<file path="src/rtl/spi_packet_rx_if.sv">
// spi_packet_rx_if: SPI pins plus packet handshake bundle for the packet receiver
interface spi_packet_rx_if #(
    parameter int PACKET_BITS = 24
);
    logic                   cs;
    logic                   sck;
    logic                   sdi;
    logic [PACKET_BITS-1:0] packet;
    logic                   packet_valid;
    logic                   packet_ready;
    logic                   frame_err;
    logic                   overflow;
    logic                   busy;

    modport master (
        output cs, sck, sdi, packet_ready,
        input  packet, packet_valid, frame_err, overflow, busy
    );

    modport slave (
        input  cs, sck, sdi, packet_ready,
        output packet, packet_valid, frame_err, overflow, busy
    );
endinterface

</file>
<file path="src/rtl/spi_packet_rx.sv">
// spi_packet_rx: oversampling SPI slave that assembles fixed-length frames into a valid/ready packet
module spi_packet_rx #(
    parameter int PACKET_BITS = 24,
    parameter int SYNC_STAGES = 2
) (
    input logic           clk,
    input logic           reset,
    spi_packet_rx_if.slave bus
);
    localparam int CW = $clog2(PACKET_BITS + 2);
    localparam int SW = $clog2(SYNC_STAGES + 2);

    typedef enum logic [1:0] {IDLE, SHIFT, DISCARD} state_t;

    state_t                        state_q, state_d;
    logic [SYNC_STAGES-1:0][2:0]   sync_q, sync_d;
    logic [1:0]                    dly_q, dly_d;
    logic [SW-1:0]                 settle_q, settle_d;
    logic [PACKET_BITS-1:0]        shift_q, shift_d, packet_q, packet_d;
    logic [CW-1:0]                 cnt_q, cnt_d;
    logic                          done_q, done_d, err_q, err_d;
    logic                          valid_q, valid_d, ovf_q, ovf_d;
    logic                          cs_s, sck_s, sdi_s;
    logic                          cs_rise, cs_fall, sck_rise;
    logic                          start, shift_en, load, busy;

    assign {cs_s, sck_s, sdi_s} = sync_q[SYNC_STAGES-1];

    // State register; a reset that lands inside a frame parks in DISCARD
    always_ff @(posedge clk) begin
        if (reset) begin
            state_q <= cs_s ? DISCARD : IDLE;
        end else begin
            state_q <= state_d;
        end
    end

    // Next state; while the cleared synchronizers refill, a high cs is a frame already in flight
    always_comb begin
        state_d = state_q;
        case (state_q)
            IDLE:    if (settle_q != '0) begin
                         if (cs_s) state_d = DISCARD;
                     end else if (cs_rise) begin
                         state_d = SHIFT;
                     end
            SHIFT:   if (cs_fall) state_d = IDLE;
            DISCARD: if (!cs_s && settle_q == '0) state_d = IDLE;
            default: state_d = IDLE;
        endcase
    end

    // FSM outputs: frame start, bit capture, completion and malformed-frame detection
    always_comb begin
        start    = (state_q == IDLE) && (settle_q == '0) && cs_rise;
        shift_en = (state_q == SHIFT) && sck_rise && !cs_fall;
        done_d   = (state_q == SHIFT) && cs_fall && (cnt_q == CW'(PACKET_BITS));
        err_d    = (state_q == SHIFT) && cs_fall && (cnt_q != CW'(PACKET_BITS));
        busy     = (state_q != IDLE);
    end

    // Synchronizers, edge detectors, shifter and the packet handshake
    always_comb begin
        sync_d   = {sync_q[SYNC_STAGES-2:0], {bus.cs, bus.sck, bus.sdi}};
        dly_d    = {cs_s, sck_s};
        cs_rise  = cs_s & ~dly_q[1];
        cs_fall  = ~cs_s & dly_q[1];
        sck_rise = sck_s & ~dly_q[0];
        settle_d = (settle_q != '0) ? settle_q - SW'(1) : settle_q;
        shift_d  = start ? '0 : shift_en ? {shift_q[PACKET_BITS-2:0], sdi_s} : shift_q;
        cnt_d    = start ? '0
                 : (shift_en && cnt_q != CW'(PACKET_BITS + 1)) ? cnt_q + CW'(1) : cnt_q;
        load     = done_q && (!valid_q || bus.packet_ready);
        valid_d  = load ? 1'b1 : bus.packet_ready ? 1'b0 : valid_q;
        packet_d = load ? shift_q : packet_q;
        ovf_d    = ovf_q | (done_q & valid_q & ~bus.packet_ready);
    end

    // Datapath registers; completion is registered once so the packet lands SYNC_STAGES+2 edges after cs drops
    always_ff @(posedge clk) begin
        if (reset) begin
            sync_q   <= '0;
            dly_q    <= '0;
            settle_q <= SW'(SYNC_STAGES + 1);
            shift_q  <= '0;
            cnt_q    <= '0;
            done_q   <= 1'b0;
            err_q    <= 1'b0;
            valid_q  <= 1'b0;
            packet_q <= '0;
            ovf_q    <= 1'b0;
        end else begin
            sync_q   <= sync_d;
            dly_q    <= dly_d;
            settle_q <= settle_d;
            shift_q  <= shift_d;
            cnt_q    <= cnt_d;
            done_q   <= done_d;
            err_q    <= err_d;
            valid_q  <= valid_d;
            packet_q <= packet_d;
            ovf_q    <= ovf_d;
        end
    end

    assign bus.packet       = packet_q;
    assign bus.packet_valid = valid_q;
    assign bus.frame_err    = err_q;
    assign bus.overflow     = ovf_q;
    assign bus.busy         = busy;
endmodule

</file>
<file path="src/flat_wrapper.sv">
// flat-port wrapper written by rule: the top's interface ports become plain ports
module spi_packet_rx_flat 
#(
    parameter int PACKET_BITS = 24,
    parameter int SYNC_STAGES = 2
)
  (clk, reset, bus_cs, bus_sck, bus_sdi, bus_packet_ready, bus_packet, bus_packet_valid, bus_frame_err, bus_overflow, bus_busy);
  spi_packet_rx_if #(.PACKET_BITS(PACKET_BITS)) bus_i ();
  input logic clk;
  input logic reset;
  input wire logic [$bits(bus_i.cs)-1:0] bus_cs;
  input wire logic [$bits(bus_i.sck)-1:0] bus_sck;
  input wire logic [$bits(bus_i.sdi)-1:0] bus_sdi;
  input wire logic [$bits(bus_i.packet_ready)-1:0] bus_packet_ready;
  output wire logic [$bits(bus_i.packet)-1:0] bus_packet;
  output wire logic [$bits(bus_i.packet_valid)-1:0] bus_packet_valid;
  output wire logic [$bits(bus_i.frame_err)-1:0] bus_frame_err;
  output wire logic [$bits(bus_i.overflow)-1:0] bus_overflow;
  output wire logic [$bits(bus_i.busy)-1:0] bus_busy;
  assign bus_i.cs = bus_cs;
  assign bus_i.sck = bus_sck;
  assign bus_i.sdi = bus_sdi;
  assign bus_i.packet_ready = bus_packet_ready;
  assign bus_packet = bus_i.packet;
  assign bus_packet_valid = bus_i.packet_valid;
  assign bus_frame_err = bus_i.frame_err;
  assign bus_overflow = bus_i.overflow;
  assign bus_busy = bus_i.busy;
  spi_packet_rx #(.PACKET_BITS(PACKET_BITS), .SYNC_STAGES(SYNC_STAGES)) u_core (.clk(clk), .reset(reset), .bus(bus_i));
endmodule
</file>
<file path="config.mk">
export PLATFORM = sky130hd
export DESIGN_NAME = spi_packet_rx_flat
export DESIGN_NICKNAME = d
export VERILOG_FILES = /design/src/rtl/spi_packet_rx_if.sv /design/src/rtl/spi_packet_rx.sv /design/src/flat_wrapper.sv
export SDC_FILE = /design/constraint.sdc
export NUM_CORES = 1
export LEC_CHECK = 0
export ABC_AREA = 1
export BUFFER_PORTS_ARGS = -buffer_cell sky130_fd_sc_hd__buf_4
export CAP_MARGIN = 20
export CELL_PAD_IN_SITES_DETAIL_PLACEMENT = 0
export CELL_PAD_IN_SITES_GLOBAL_PLACEMENT = 1
export CORE_MARGIN = 5
export CORE_UTILIZATION = 46
export DETAILED_ROUTE_END_ITERATION = 10
export GPL_ROUTABILITY_DRIVEN = 0
export PLACE_DENSITY_LB_ADDON = 0.2
export SLEW_MARGIN = 20
export SYNTH_ARGS = -nofsm -noshare
export SYNTH_HDL_FRONTEND = slang
export SYNTH_SLANG_ARGS = --single-unit
</file>
<file path="constraint.sdc">
create_clock -name clk -period 3.45 [get_ports clk]
set_clock_uncertainty 0.2 [all_clocks]
set_input_delay 0 -clock clk [delete_from_list [all_inputs] [get_ports clk]]
set_output_delay 0 -clock clk [all_outputs]
set_load 0.005 [all_outputs]
</file>
; ---- Word-level counts from Yosys, hierarchy flattened
; Index checks and enable logic that the tools add are counted.
[totals]
reg_bits = 69
inputBits = 6
out_inout_bits = 28
elab_cells = 64
[op_classes]
add_sub_neg = 2
n_eq_ne = 9
mux = 10
bitwise = 10
reduce_logical = 21
[ops]
columns = cell, count
row1 = $mux 2, 7
row2 = $logic_and 1x1->1, 10
row3 = $ne 5x5->1 const B, 2
row4 = $ne 4x3->1 const B, 2
row5 = $ne 3x2->1 const B, 2
row6 = $pmux 2 s3, 1
row7 = $reduce_bool 2->1, 3
row8 = $add 5x1->5 const B, 1
row9 = $and 1x1->1, 5
row10 = $eq 5x5->1 const B, 1
row11 = $logic_not 2->1, 2
row12 = $not 1->1, 4
row13 = $reduce_and 4->1, 1
row14 = $logic_not 1->1, 3
row15 = $eq 2x1->1 const B, 1
row16 = $eq 2x2->1 const B, 1
row17 = $mux 1, 2
row18 = $reduce_or 2->1, 1
row19 = $sub 2x1->2 const B, 1
row20 = $logic_or 1x1->1, 1
row21 = $or 1x1->1, 1

; ---- Longest topological paths before layout
; Gate-level depths: netlist of run 1.
[logic_depth]
depth_word = 6
ltp_mapped = 8

; ---- Least setup slack after synthesis of run 1
; Ideal clock, no wire load.
[synth_timing]
path_type = reg-to-reg
startpoint = reg u_core.state_q[1]
endpoint = reg u_core.state_q[0] (enable)
setup_time_ns = 0.259
arrival_ns = 1.052
slack_ns = 1.939
stages_incl_launch_ff = 5
n_path_buf = 0
cell_sequence = edfxtp_1 -> nor2_1 -> nand2_1 -> nor3_1 -> a21oi_1
[synth_between]
elab_chain_cells = 3
[synth_rtl]
columns = item, line
row1 = "start, declared", spi_packet_rx.sv:15  ; state_t state_q, state_d;
row2 = "start signal, assigned", spi_packet_rx.sv:32  ; state_q <= cs_s ? DISCARD : IDLE;
row3 = "start signal, assigned", spi_packet_rx.sv:34  ; state_q <= state_d;
row4 = "$eq 2x1->1, or another cell as far along", spi_packet_rx.sv:41  ; case (state_q)
row5 = $ne 3x2->1 (no line) or $ne 4x3->1 (tied branches), --
row6 = $reduce_and 4->1 (no line) (*), --
; Mark *: on every way between the ends. The rest lies on a longest branch, timed or not.
; A chain may end at the register's enable or synchronous reset.

; ---- Final worst setup path of run 1
[layout_timing]
startpoint = reg u_core.state_q[1]
endpoint = reg u_core.shift_q[8]
[layout_between]
elab_chain_cells = 4
[layout_rtl]
columns = item, line
row1 = $logic_not 2->1, spi_packet_rx.sv:55  ; start = (state_q == IDLE) && (settle_q == '0) && cs_rise;
row2 = $logic_and 1x1->1 (2 in series), spi_packet_rx.sv:55
row3 = $reduce_or 2->1 (no line), --
row4 = "end signal, assigned", spi_packet_rx.sv:96  ; shift_q <= shift_d;
row5 = "end, declared", spi_packet_rx.sv:19  ; logic [PACKET_BITS-1:0] shift_q, shift_d, packet_q, packet_d;
; Parallel ways exist; a longest one is shown, timed or not.

==> results of run 1 <==
[cell usage in the layout (no fill, tap or decap), types with 2 or more instances in the layout]
cell and count:
sky130_fd_sc_hd__a21oi_1 36, sky130_fd_sc_hd__a21oi_2 21, sky130_fd_sc_hd__buf_4 34, sky130_fd_sc_hd__clkbuf_1 2, sky130_fd_sc_hd__clkbuf_8 10, sky130_fd_sc_hd__clkinv_2 2
sky130_fd_sc_hd__dfxtp_1 67, sky130_fd_sc_hd__dlygate4sd3_1 9, sky130_fd_sc_hd__edfxtp_1 2, sky130_fd_sc_hd__ha_1 5, sky130_fd_sc_hd__inv_1 45, sky130_fd_sc_hd__inv_2 5
sky130_fd_sc_hd__nand2_1 50, sky130_fd_sc_hd__nand2_2 10, sky130_fd_sc_hd__nand3_1 10, sky130_fd_sc_hd__nand4_1 2, sky130_fd_sc_hd__nor2_1 21, sky130_fd_sc_hd__o21ai_0 26
sky130_fd_sc_hd__xor2_1 2
[Yosys cell counts, drive strengths merged (5+ instances only)]
master,n,area (um2)
a21oi,57,360
buf,10,78.8
clkbuf,5,18.8
dfxtp,67,1340
ha,5,62.6
inv,51,194
nand2,61,262
nand3,10,50.1
nor2,23,110
o21ai,26,130
[repair_timing]
item	CTS	global route
setup buffers	0	0
hold buffers	9	0
hold endpoints to repair	14	0
[stage by stage]
step | total power [mW] | worst slack (ns) | area, um2
2_1_floorplan | 0.976 | 1.94 | 2740
3_3_place_gp | 1.01 | 1.56 | 2990
3_5_place_dp | 1.01 | 1.51 | 2990
4_1_cts | 1.63 | 1.51 | 3270
5_1_grt | 1.69 | 1.37 | 3270
6_report | 1.62 | 1.53 | 3270
[final cells by class]
class                      count  area [um2]  area share
sequential                    69        1400       0.429
timing repair buffer          43         345       0.106
tap                           75        93.8      0.0287
multi-input combinational    190        1050       0.320
clock inverter                 3        17.5     0.00536
inverter                      51         194      0.0593
clock buffer                  13         170      0.0520
[cell families (layout without fill, tap and decap cells)]
logic type,Yosys count,in the layout,synth area share
simple gates,97,97,0.160
compound gates,86,86,0.192
flops,69,69,0.512
buf+inv,66,110,0.107
fa+ha+maj,5,5,0.0229
xor+xnor,2,2,0.00640
[worst max-delay path by stage]
stage                      start                 end  depth (start not counted)
6_report       u_core.state_q[1]   u_core.shift_q[8]                          6
5_1_grt        u_core.state_q[1]  u_core.shift_q[22]                          6
4_1_cts        u_core.state_q[1]  u_core.shift_q[18]                          6
3_5_place_dp   u_core.state_q[1]   u_core.shift_q[5]                          6
3_3_place_gp   u_core.state_q[1]   u_core.shift_q[9]                          6
2_1_floorplan  u_core.state_q[1]   u_core.state_q[0]                          4
[power groups by stage]
stage | sequential, mW | combinational, mW | clock [mW]
final | 0.845 | 0.154 | 0.616
after floorplan | 0.860 | 0.117 | 0
after global placement | 0.861 | 0.145 | 0
after CTS | 0.845 | 0.155 | 0.627
after detailed placement | 0.864 | 0.148 | 0
after global routing | 0.848 | 0.171 | 0.667
[critical path, stage by stage (launching register included)]
cell and delay (ns):
sky130_fd_sc_hd__edfxtp_1 0.47, sky130_fd_sc_hd__nor2_4 0.17, sky130_fd_sc_hd__nand2_4 0.08, sky130_fd_sc_hd__nor2_8 0.37, sky130_fd_sc_hd__inv_2 0.30, sky130_fd_sc_hd__nand2_1 0.15
sky130_fd_sc_hd__a21oi_2 0.05
[per-layer routing]
layer	vias up	global-route usage	wire [um]
met5	-	0	0
met4	0	0.0683	93
met3	9	0.0369	223
met2	34	0.223	2220
met1	944	0.193	2600
li1	1106	-	-
[sequential cells by signal (all words and copies together) (netlist names)]
signal,count
u_core.cnt_q,5
u_core.state_q,2
u_core.bus.overflow,1
u_core.dly_q,2
u_core.bus.frame_err,1
u_core.bus.packet,24
u_core.dly_d,1
u_core.done_q,1
u_core.bus.packet_valid,1
u_core.settle_q,2
u_core.sdi_s,1
u_core.sync_d,3
u_core.cs_s,1
u_core.shift_q,24
==> impl_metrics.env, run 1 <==
export IMPL_status="complete, no violations"
export IMPL_dpl_hpwl_um=3270
export IMPL_timing_critical_path_from_type="register"
export IMPL_min_to="u_core.cs_s"
export IMPL_timing_max_slew_rel_slack=0.482
export IMPL_antenna_diode_count=0
export IMPL_rows=28
export IMPL_drive_gt1_frac=0.241
export IMPL_synth_fp_nets=336
export IMPL_place_inst=419
export IMPL_filler_cell_count=562
export IMPL_syn2layout_area_growth_pct=19.5
export IMPL_final_standard_cell_count_with_taps_included_and_fillers_excluded=444
export IMPL_cap_violations=0
export IMPL_worstHoldPathType="register to register"
export IMPL_drc=0
export IMPL_vdd_drop_max_mv=0.426
export IMPL_power_per_cell_area_nw_per_um2=494
export IMPL_final_antenna_net_count=0
export IMPL_slew_viol_final=0
export IMPL_final_core_utilization=0.559
export IMPL_cts_made_buffers=9
export IMPL_clkSlewWorstSetupHoldPaths_ns=0.07
export IMPL_grt_start_max_net_pins=49
export IMPL_horizontal_die_dimension_um=87.1
export IMPL_synth_top_flop_cell="sky130_fd_sc_hd__dfxtp_1"
export IMPL_crit_path_class="register to register"
export IMPL_clk_latency_worst_skew_pair_ns=0.33
export IMPL_groute_usage_overall=0.146
export IMPL_grt_setup_unrepaired="no"
export IMPL_routed_wl_um=5140
export IMPL_timing_reg2reg_setup_slack_ns=1.53
export IMPL_yosys_warnings=0
export IMPL_port_buffers=33
export IMPL_grt_antenna_before_repair=0
export IMPL_via_count_of_the_first_global_routing_pass=1960
export IMPL_clock_power_share=0.381
export IMPL_grt_remaining_overflow=0
export IMPL_setup_viol=0
export IMPL_effective_utilization_at_floorplan=0.468
export IMPL_tightest_slew_ns=0.776
export IMPL_count_of_flip_flops_with_a_built_in_enable_after_synthesis=2
export IMPL_p_seq_frac=0.523
export IMPL_cp_data_arrival_time_ns=1.93
export IMPL_synth_lib_cells_used_distinct=26
export IMPL_die_area_um2=7590
export IMPL_drt_pre_antenna_iters=4
export IMPL_routed_via_density=4.71
export IMPL_dr_first_iter_drc_count=86
export IMPL_detail_route_wl_per_cell_um=11.6
export IMPL_cp_max_fo=30
export IMPL_routed_via_count=2093
export IMPL_cts_tree="done"
export IMPL_number_of_instances_resized_during_post_cts_repair=0
export IMPL_pin_count=34
export IMPL_avgSynthCellArea_um2=8.42
export IMPL_cts_sinks=69
export IMPL_worstRegToRegCells=6
export IMPL_report_final_hold_viol_count=0
export IMPL_synth_yosys_seq_area_share=0.512
export IMPL_power_share_switching=0.255
export IMPL_worst_r2r_startpoint="u_core.state_q[1]"
export IMPL_setup_worst_path_end_class="register"
export IMPL_grt_pass1_wl_um=8840
export IMPL_total_leakage_power_nw=1.29
export IMPL_timing_hold_worst_start="u_core.sync_d[5]"
export IMPL_cp_required_ns=3.46
export IMPL_post_route_period_util=0.557
export IMPL_reg2reg_to="u_core.shift_q[8]"
export IMPL_final_setup_tns_ns=0
export IMPL_cts_root_to_sink_buffers=2
export IMPL_power_switching_uw=412
export IMPL_postSynthCellCount=325
export IMPL_fin_hold_ws_ns=0.202
export IMPL_layout_min_cycle_time_ns=1.92
export IMPL_hold_depth=2
export IMPL_cts_htree_levels=3
export IMPL_core_area_um2=5850
export IMPL_chipHeight_um=87.1
export IMPL_internal_power_mw=1.20
export IMPL_synthesis_area_um2=2740
export IMPL_clock_tree_root_cell="sky130_fd_sc_hd__clkbuf_8"
export IMPL_postSynth_asyncResetShare=0
export IMPL_fmax_mhz=521
export IMPL_synthesis_stage_register_bit_count=69
export IMPL_final_stage_net_count=375
export IMPL_combPwrFrac=0.095
No activity file was read; power rests on OpenSTA's default activity.
==> inputs of run 2 (changes only) <==
--- a/config.mk
+++ b/config.mk
@@ -11,7 +11,7 @@
 export CELL_PAD_IN_SITES_DETAIL_PLACEMENT = 0
 export CELL_PAD_IN_SITES_GLOBAL_PLACEMENT = 1
 export CORE_MARGIN = 5
-export CORE_UTILIZATION = 46
+export CORE_UTILIZATION = 42
 export DETAILED_ROUTE_END_ITERATION = 10
 export GPL_ROUTABILITY_DRIVEN = 0
 export PLACE_DENSITY_LB_ADDON = 0.2
==> constraint.sdc (replaced) <==
create_clock -name clk -period 2 [get_ports clk]
set_clock_uncertainty 0.2 [all_clocks]
set_input_delay 0 -clock clk [delete_from_list [all_inputs] [get_ports clk]]
set_output_delay 0 -clock clk [all_outputs]
set_load 0.005 [all_outputs]
==> run 2 against run 1 <==
  * Worst setup slack worse by 1.3 ns
  * Final cell count up 0.90%
  * Flip-flop and latch count unchanged
  * Critical path depth down 2
  * Combinational power up 78%
  * Largest cell class unchanged
==> impl_metrics.env, run 2 (synthesized netlist as in run 1, its figures left out) <==
export IMPL_cp_data_arrival_time_ns=1.74
export IMPL_grt_start_max_net_pins=49
export IMPL_routed_via_density=4.70
export IMPL_horizontal_die_dimension_um=90.7
export IMPL_effective_utilization_at_floorplan=0.431
export IMPL_chipHeight_um=90.7
export IMPL_grt_remaining_overflow=0
export IMPL_routed_via_count=2104
export IMPL_cts_made_buffers=9
export IMPL_vdd_drop_max_mv=0.433
export IMPL_worstHoldPathType="register to register"
export IMPL_status="complete, no violations"
export IMPL_slew_viol_final=0
export IMPL_die_area_um2=8230
export IMPL_via_count_of_the_first_global_routing_pass=2019
export IMPL_detail_route_wl_per_cell_um=11.5
export IMPL_syn2layout_area_growth_pct=20.9
export IMPL_cts_tree="done"
export IMPL_layout_min_cycle_time_ns=1.73
export IMPL_clock_power_share=0.410
export IMPL_p_seq_frac=0.496
export IMPL_report_final_hold_viol_count=0
export IMPL_post_route_period_util=0.865
export IMPL_final_stage_net_count=377
export IMPL_antenna_diode_count=0
export IMPL_cap_violations=0
export IMPL_drc=0
export IMPL_setup_viol=0
export IMPL_timing_max_slew_rel_slack=0.717
export IMPL_max_stage_delay_ns=0.46
export IMPL_timing_critical_path_from_type="register"
export IMPL_clk_latency_worst_skew_pair_ns=0.34
export IMPL_groute_usage_overall=0.136
export IMPL_grt_pass1_wl_um=9170
export IMPL_rows=29
export IMPL_cp_required_ns=2.01
export IMPL_grt_antenna_before_repair=0
export IMPL_port_buffers=33
export IMPL_setup_worst_path_end_class="register"
export IMPL_final_antenna_net_count=0
export IMPL_drt_pre_antenna_iters=4
export IMPL_power_per_cell_area_nw_per_um2=887
export IMPL_fmax_mhz=578
export IMPL_drive_gt1_frac=0.245
export IMPL_dpl_hpwl_um=3280
export IMPL_pin_count=34
export IMPL_clkSlewWorstSetupHoldPaths_ns=0.07
export IMPL_power_switching_uw=721
export IMPL_fin_hold_ws_ns=0.208
export IMPL_routed_wl_um=5140
export IMPL_crit_chain="nor2_1, a31oi_4, inv_4, a21oi_1"
export IMPL_core_area_um2=6350
export IMPL_cts_sinks=69
export IMPL_grt_setup_unrepaired="no"
export IMPL_combPwrFrac=0.093
export IMPL_cts_root_to_sink_buffers=2
export IMPL_power_share_switching=0.246
export IMPL_crit_path_class="register to register"
export IMPL_mostFrequentLayoutCells="sky130_fd_sc_hd__dfxtp_1 (67), sky130_fd_sc_hd__nand2_1 (50), sky130_fd_sc_hd__inv_1 (45)"
export IMPL_cts_htree_levels=3
export IMPL_final_setup_tns_ns=0
export IMPL_tightest_slew_ns=0.423
export IMPL_dr_first_iter_drc_count=97
export IMPL_mostFrequentLayoutCell="sky130_fd_sc_hd__dfxtp_1"
export IMPL_critical_path_slowest_cell="sky130_fd_sc_hd__edfxtp_1"
export IMPL_internal_power_mw=2.21
export IMPL_cp_max_fo=27
export IMPL_total_leakage_power_nw=1.31
export IMPL_clock_tree_root_cell="sky130_fd_sc_hd__clkbuf_8"
==> run 2: cell count changes in the layout (fill, tap and decap cells not counted) <==
cell,delta
sky130_fd_sc_hd__dlygate4sd3_1,-1
sky130_fd_sc_hd__clkinv_4,+1
sky130_fd_sc_hd__clkinvlp_4,-1
sky130_fd_sc_hd__bufinv_16,+1
sky130_fd_sc_hd__clkinv_2,-2
sky130_fd_sc_hd__clkbuf_1,+1
sky130_fd_sc_hd__buf_4,+3
==> run 2: final cells by class <==
cell class | instances | area, um2
sequential | 69 | 1400
multi-input combinational | 190 | 1050
clock inverter | 2 | 38.8
fill | 599 | 3040
tap | 77 | 96.3
inverter | 51 | 194
timing repair buffer | 45 | 358
clock buffer | 14 | 174
==> run 2: path summary, 6_finish.rpt <==
kind	to	slack, ns	startpoint	depth (start not counted)
setup reg to reg	u_core.cnt_q[1]	0.27	u_core.state_q[1]	4
hold / removal	u_core.cs_s	0.21	u_core.sync_d[5]	2
hold reg to reg	u_core.cs_s	0.21	u_core.sync_d[5]	2
setup / recovery	u_core.cnt_q[1]	0.27	u_core.state_q[1]	4
==> run 2: what timing repair did <==
action / 4_1_cts / 5_1_grt
gates resized for setup: 0 / 0
endpoints found under the hold margin: 14 / 0
setup buffers: 0 / 0
hold buffers: 8 / 0
==> run 2: per-layer routing <==
metal | up-vias | GRT usage | part of all wire
met1 | 956 | 0.181 | 0.52
met3 | 7 | 0.0458 | 0.041
li1 | 1112 | - | -
met5 | - | 0 | 0
met2 | 29 | 0.202 | 0.42
met4 | 0 | 0.0521 | 0.016
==> run 2: power by group through the flow <==
stage,logic [mW],registers (mW),clock network [mW]
3_5_place_dp,0.266,1.49,0
4_1_cts,0.278,1.46,1.24
6_report,0.274,1.46,1.20
2_1_floorplan,0.201,1.48,0
3_3_place_gp,0.258,1.49,0
5_1_grt,0.308,1.46,1.32
==> run 2: through the flow <==
| step | utilization | cell area (um2) | worst slack, ns | power (mW) | cells |
|---|---|---|---|---|---|
| final | 0.521 | 3310 | 0.271 | 2.94 | 448 |
| after CTS | 0.521 | 3310 | 0.249 | 2.97 | 448 |
| after global routing | 0.521 | 3310 | 0.168 | 3.09 | 448 |
| after floorplan | - | 2740 | 0.489 | 1.68 | 325 |
| after detailed placement | 0.475 | 3020 | 0.263 | 1.75 | 424 |
| after global placement | 0.475 | 3020 | 0.358 | 1.74 | 424 |
==> run 2: worst max-delay path: cells and delay by family (launching register included) <==
| kind | cells | cell delay [ns] |
|---|---|---|
| simple gates | 1 | 0.34 |
| flops | 1 | 0.46 |
| buf+inv | 1 | 0.33 |
| compound gates | 2 | 0.25 |
==> inputs of run 3 (changes only) <==
--- a/config.mk
+++ b/config.mk
@@ -5,13 +5,13 @@
 export SDC_FILE = /design/constraint.sdc
 export NUM_CORES = 1
 export LEC_CHECK = 0
-export ABC_AREA = 1
 export BUFFER_PORTS_ARGS = -buffer_cell sky130_fd_sc_hd__buf_4
 export CAP_MARGIN = 20
 export CELL_PAD_IN_SITES_DETAIL_PLACEMENT = 0
 export CELL_PAD_IN_SITES_GLOBAL_PLACEMENT = 1
 export CORE_MARGIN = 5
-export CORE_UTILIZATION = 42
+export CORE_UTILIZATION = 44
+export CTS_BUF_LIST = sky130_fd_sc_hd__clkbuf_4
 export DETAILED_ROUTE_END_ITERATION = 10
 export GPL_ROUTABILITY_DRIVEN = 0
 export PLACE_DENSITY_LB_ADDON = 0.2
==> run 3 against run 2 <==
  * Register-to-register slack improved by 0.08 ns
  * Wire length decreased by 4.0%
  * Global-route usage increased by 0.94 points
  * Die area decreased by 8.3%
  * Power decreased by 22%
  * Clock power decreased by 38%
  * Via count decreased by 4.7%
  * Non-clock buffer count increased by 1
  * Count of clock-buffer cells in the layout decreased by 4
  * Final cell count decreased by 6.3%
  * Sequential power decreased by 3%
  * Largest cell class unchanged
  * Largest power group unchanged
==> impl_metrics.env, run 3 <==
export IMPL_status="complete, no violations"
export IMPL_groute_usage_overall=0.145
export IMPL_final_core_utilization=0.526
export IMPL_clk_latency_worst_skew_pair_ns=0.41
export IMPL_most_common_cell_in_the_netlist="sky130_fd_sc_hd__nand2_1"
export IMPL_synthesis_area_um2=2600
export IMPL_power_share_switching=0.250
export IMPL_grt_pass1_wl_um=8580
export IMPL_core_area_um2=5820
export IMPL_horizontal_die_dimension_um=86.9
export IMPL_final_stage_net_count=351
export IMPL_final_antenna_net_count=0
export IMPL_cts_hold_buffers=9
export IMPL_worstHoldPathType="register to register"
export IMPL_cp_data_arrival_time_ns=1.80
export IMPL_antenna_diode_count=0
export IMPL_drive_gt1_frac=0.177
export IMPL_worstPathBufferInverterCount=0
export IMPL_worst_r2r_startpoint="u_core.state_q[1]"
export IMPL_grt_remaining_overflow=0
export IMPL_power_total_mw=2.30
export IMPL_dpl_hpwl_um=3070
export IMPL_grt_start_max_net_pins=44
export IMPL_postSynthCellCount=303
export IMPL_port_buffers=33
export IMPL_detail_route_wl_per_cell_um=11.7
export IMPL_count_of_flip_flops_with_a_built_in_enable_after_synthesis=2
export IMPL_via_count_of_the_first_global_routing_pass=1906
export IMPL_critical_path_startpoint="u_core.state_q[1]"
export IMPL_timing_hold_worst_start="u_core.sdi_s"
export IMPL_worst_path_dominant_cell_family="simple AND/OR/NAND/NOR gates"
export IMPL_critical_path_cell_count=4
export IMPL_power_per_cell_area_nw_per_um2=753
export IMPL_pin_count=34
export IMPL_drt_pre_antenna_iters=4
export IMPL_chipHeight_um=86.9
export IMPL_dr_first_iter_drc_count=93
export IMPL_report_final_hold_viol_count=0
export IMPL_clkSlewWorstSetupHoldPaths_ns=0.11
export IMPL_timing_critical_path_from_type="register"
export IMPL_effective_utilization_at_floorplan=0.447
export IMPL_cts_htree_levels=3
export IMPL_number_of_instances_resized_during_post_cts_repair=0
export IMPL_total_leakage_power_nw=1.14
export IMPL_post_route_period_util=0.826
export IMPL_yosys_area_top_type="sky130_fd_sc_hd__dfxtp_1"
export IMPL_power_switching_uw=575
export IMPL_rows=28
export IMPL_routed_wl_um=4930
export IMPL_max_stage_delay_ns=0.44
export IMPL_grt_antenna_before_repair=0
export IMPL_cts_root_to_sink_buffers=2
export IMPL_setup_viol=0
export IMPL_combPwrFrac=0.062
export IMPL_post_synth_top_area_fraction=0.516
export IMPL_grt_setup_unrepaired="no"
export IMPL_die_area_um2=7540
export IMPL_setup_worst_path_end_class="register"
export IMPL_worstRegToRegCells=4
export IMPL_synth_lib_cells_used_distinct=36
export IMPL_syn2layout_area_growth_pct=17.6
export IMPL_crit_chain="and4bb_4, nand3_2, or3b_1, a21oi_2"
export IMPL_hold_depth=2
export IMPL_cts_setup_buffers=0
export IMPL_avgSynthCellArea_um2=8.58
export IMPL_final_setup_tns_ns=0
export IMPL_post_synth_main_area_contributors="sky130_fd_sc_hd__dfxtp_1 (52%), sky130_fd_sc_hd__nand2_1 (14%), sky130_fd_sc_hd__a21oi_1 (9.1%)"
export IMPL_yosys_warnings=0
export IMPL_vdd_drop_max_mv=0.397
export IMPL_mostFrequentLayoutCells="sky130_fd_sc_hd__nand2_1 (100), sky130_fd_sc_hd__dfxtp_1 (67), sky130_fd_sc_hd__a21oi_1 (47)"
export IMPL_mostFrequentLayoutCell="sky130_fd_sc_hd__nand2_1"
export IMPL_routed_via_count=2006
export IMPL_cp_max_fo=6
export IMPL_drc=0
export IMPL_cts_tree="done"
export IMPL_clock_tree_root_cell="sky130_fd_sc_hd__clkbuf_4"
export IMPL_synth_fp_nets=314
export IMPL_layout_min_cycle_time_ns=1.65
export IMPL_postSynth_asyncResetShare=0
export IMPL_slew_viol_final=0
export IMPL_synthesis_stage_register_bit_count=69
export IMPL_fmax_mhz=605
export IMPL_p_seq_frac=0.617
export IMPL_internal_power_mw=1.73
export IMPL_timing_max_slew_rel_slack=0.705
export IMPL_critical_path_slowest_cell="sky130_fd_sc_hd__edfxtp_1"
export IMPL_cts_sinks=69
export IMPL_tightest_slew_ns=0.442
export IMPL_routed_via_density=4.78
export IMPL_cp_required_ns=2.15
export IMPL_cts_made_buffers=9
export IMPL_crit_path_class="register to register"
export IMPL_clock_power_share=0.321
export IMPL_cap_violations=0
export IMPL_synth_common_cells="sky130_fd_sc_hd__nand2_1 (100), sky130_fd_sc_hd__dfxtp_1 (67), sky130_fd_sc_hd__a21oi_1 (47)"
export IMPL_synth_top_flop_cell="sky130_fd_sc_hd__dfxtp_1"
export IMPL_synth_yosys_seq_area_share=0.539
run 3: cell families after synthesis:
| logic type | Yosys count | synth area share |
|---|---|---|
| multiplexers | 1 | 0.00385 |
| adder cells (fa/ha/maj) | 5 | 0.0241 |
| AO/OA/AOI/OAI | 57 | 0.123 |
| AND/OR/NAND/NOR | 139 | 0.238 |
| XOR/XNOR | 4 | 0.0135 |
| flip-flops | 69 | 0.539 |
| buffers and inverters | 28 | 0.0578 |
run 3: power by group through the flow:
stage,Combinational [mW],Sequential (mW),Clock (mW)
after floorplan,0.0986,1.45,0
after global placement,0.131,1.45,0
after CTS,0.145,1.42,0.767
final,0.143,1.42,0.738
after detailed placement,0.132,1.45,0
after global routing,0.159,1.42,0.844
run 3: worst register-to-register path, stage by stage (launching register included):
cell	delay, ns
sky130_fd_sc_hd__edfxtp_1	0.44
sky130_fd_sc_hd__and4bb_4	0.37
sky130_fd_sc_hd__nand3_2	0.09
sky130_fd_sc_hd__or3b_1	0.37
sky130_fd_sc_hd__a21oi_2	0.12
run 3: path summary, 6_finish.rpt:
path | endpoint | slack (ns)
min | u_core.shift_q[0] | 0.24
min reg2reg | u_core.shift_q[0] | 0.24
max reg2reg | u_core.cnt_q[2] | 0.35
max | u_core.cnt_q[2] | 0.35
run 3: routing by layer:
metal	routed length, um	GRT usage
met1	2340	0.183
met2	2250	0.224
met3	228	0.0416
met4	106	0.0765
met5	0	0
run 3: cell type report:
cell class | instances | area (um2)
sequential | 69 | 1400
timing repair buffer | 46 | 380
fill | 590 | 2760
inverter | 8 | 30.0
clock inverter | 6 | 28.8
tap | 75 | 93.8
clock buffer | 10 | 75.1
multi-input combinational | 206 | 1050
run 3: stage by stage:
stage / setup WS (ns) / hold WS [ns] / std cells / cell area [um2]
2_1_floorplan: 0.449 / -0.0718 / 303 / 2600
3_3_place_gp: 0.384 / 0.0168 / 395 / 2860
3_5_place_dp: 0.363 / 0.0177 / 395 / 2860
4_1_cts: 0.343 / 0.247 / 420 / 3060
5_1_grt: 0.239 / 0.265 / 420 / 3060
6_report: 0.347 / 0.243 / 420 / 3060
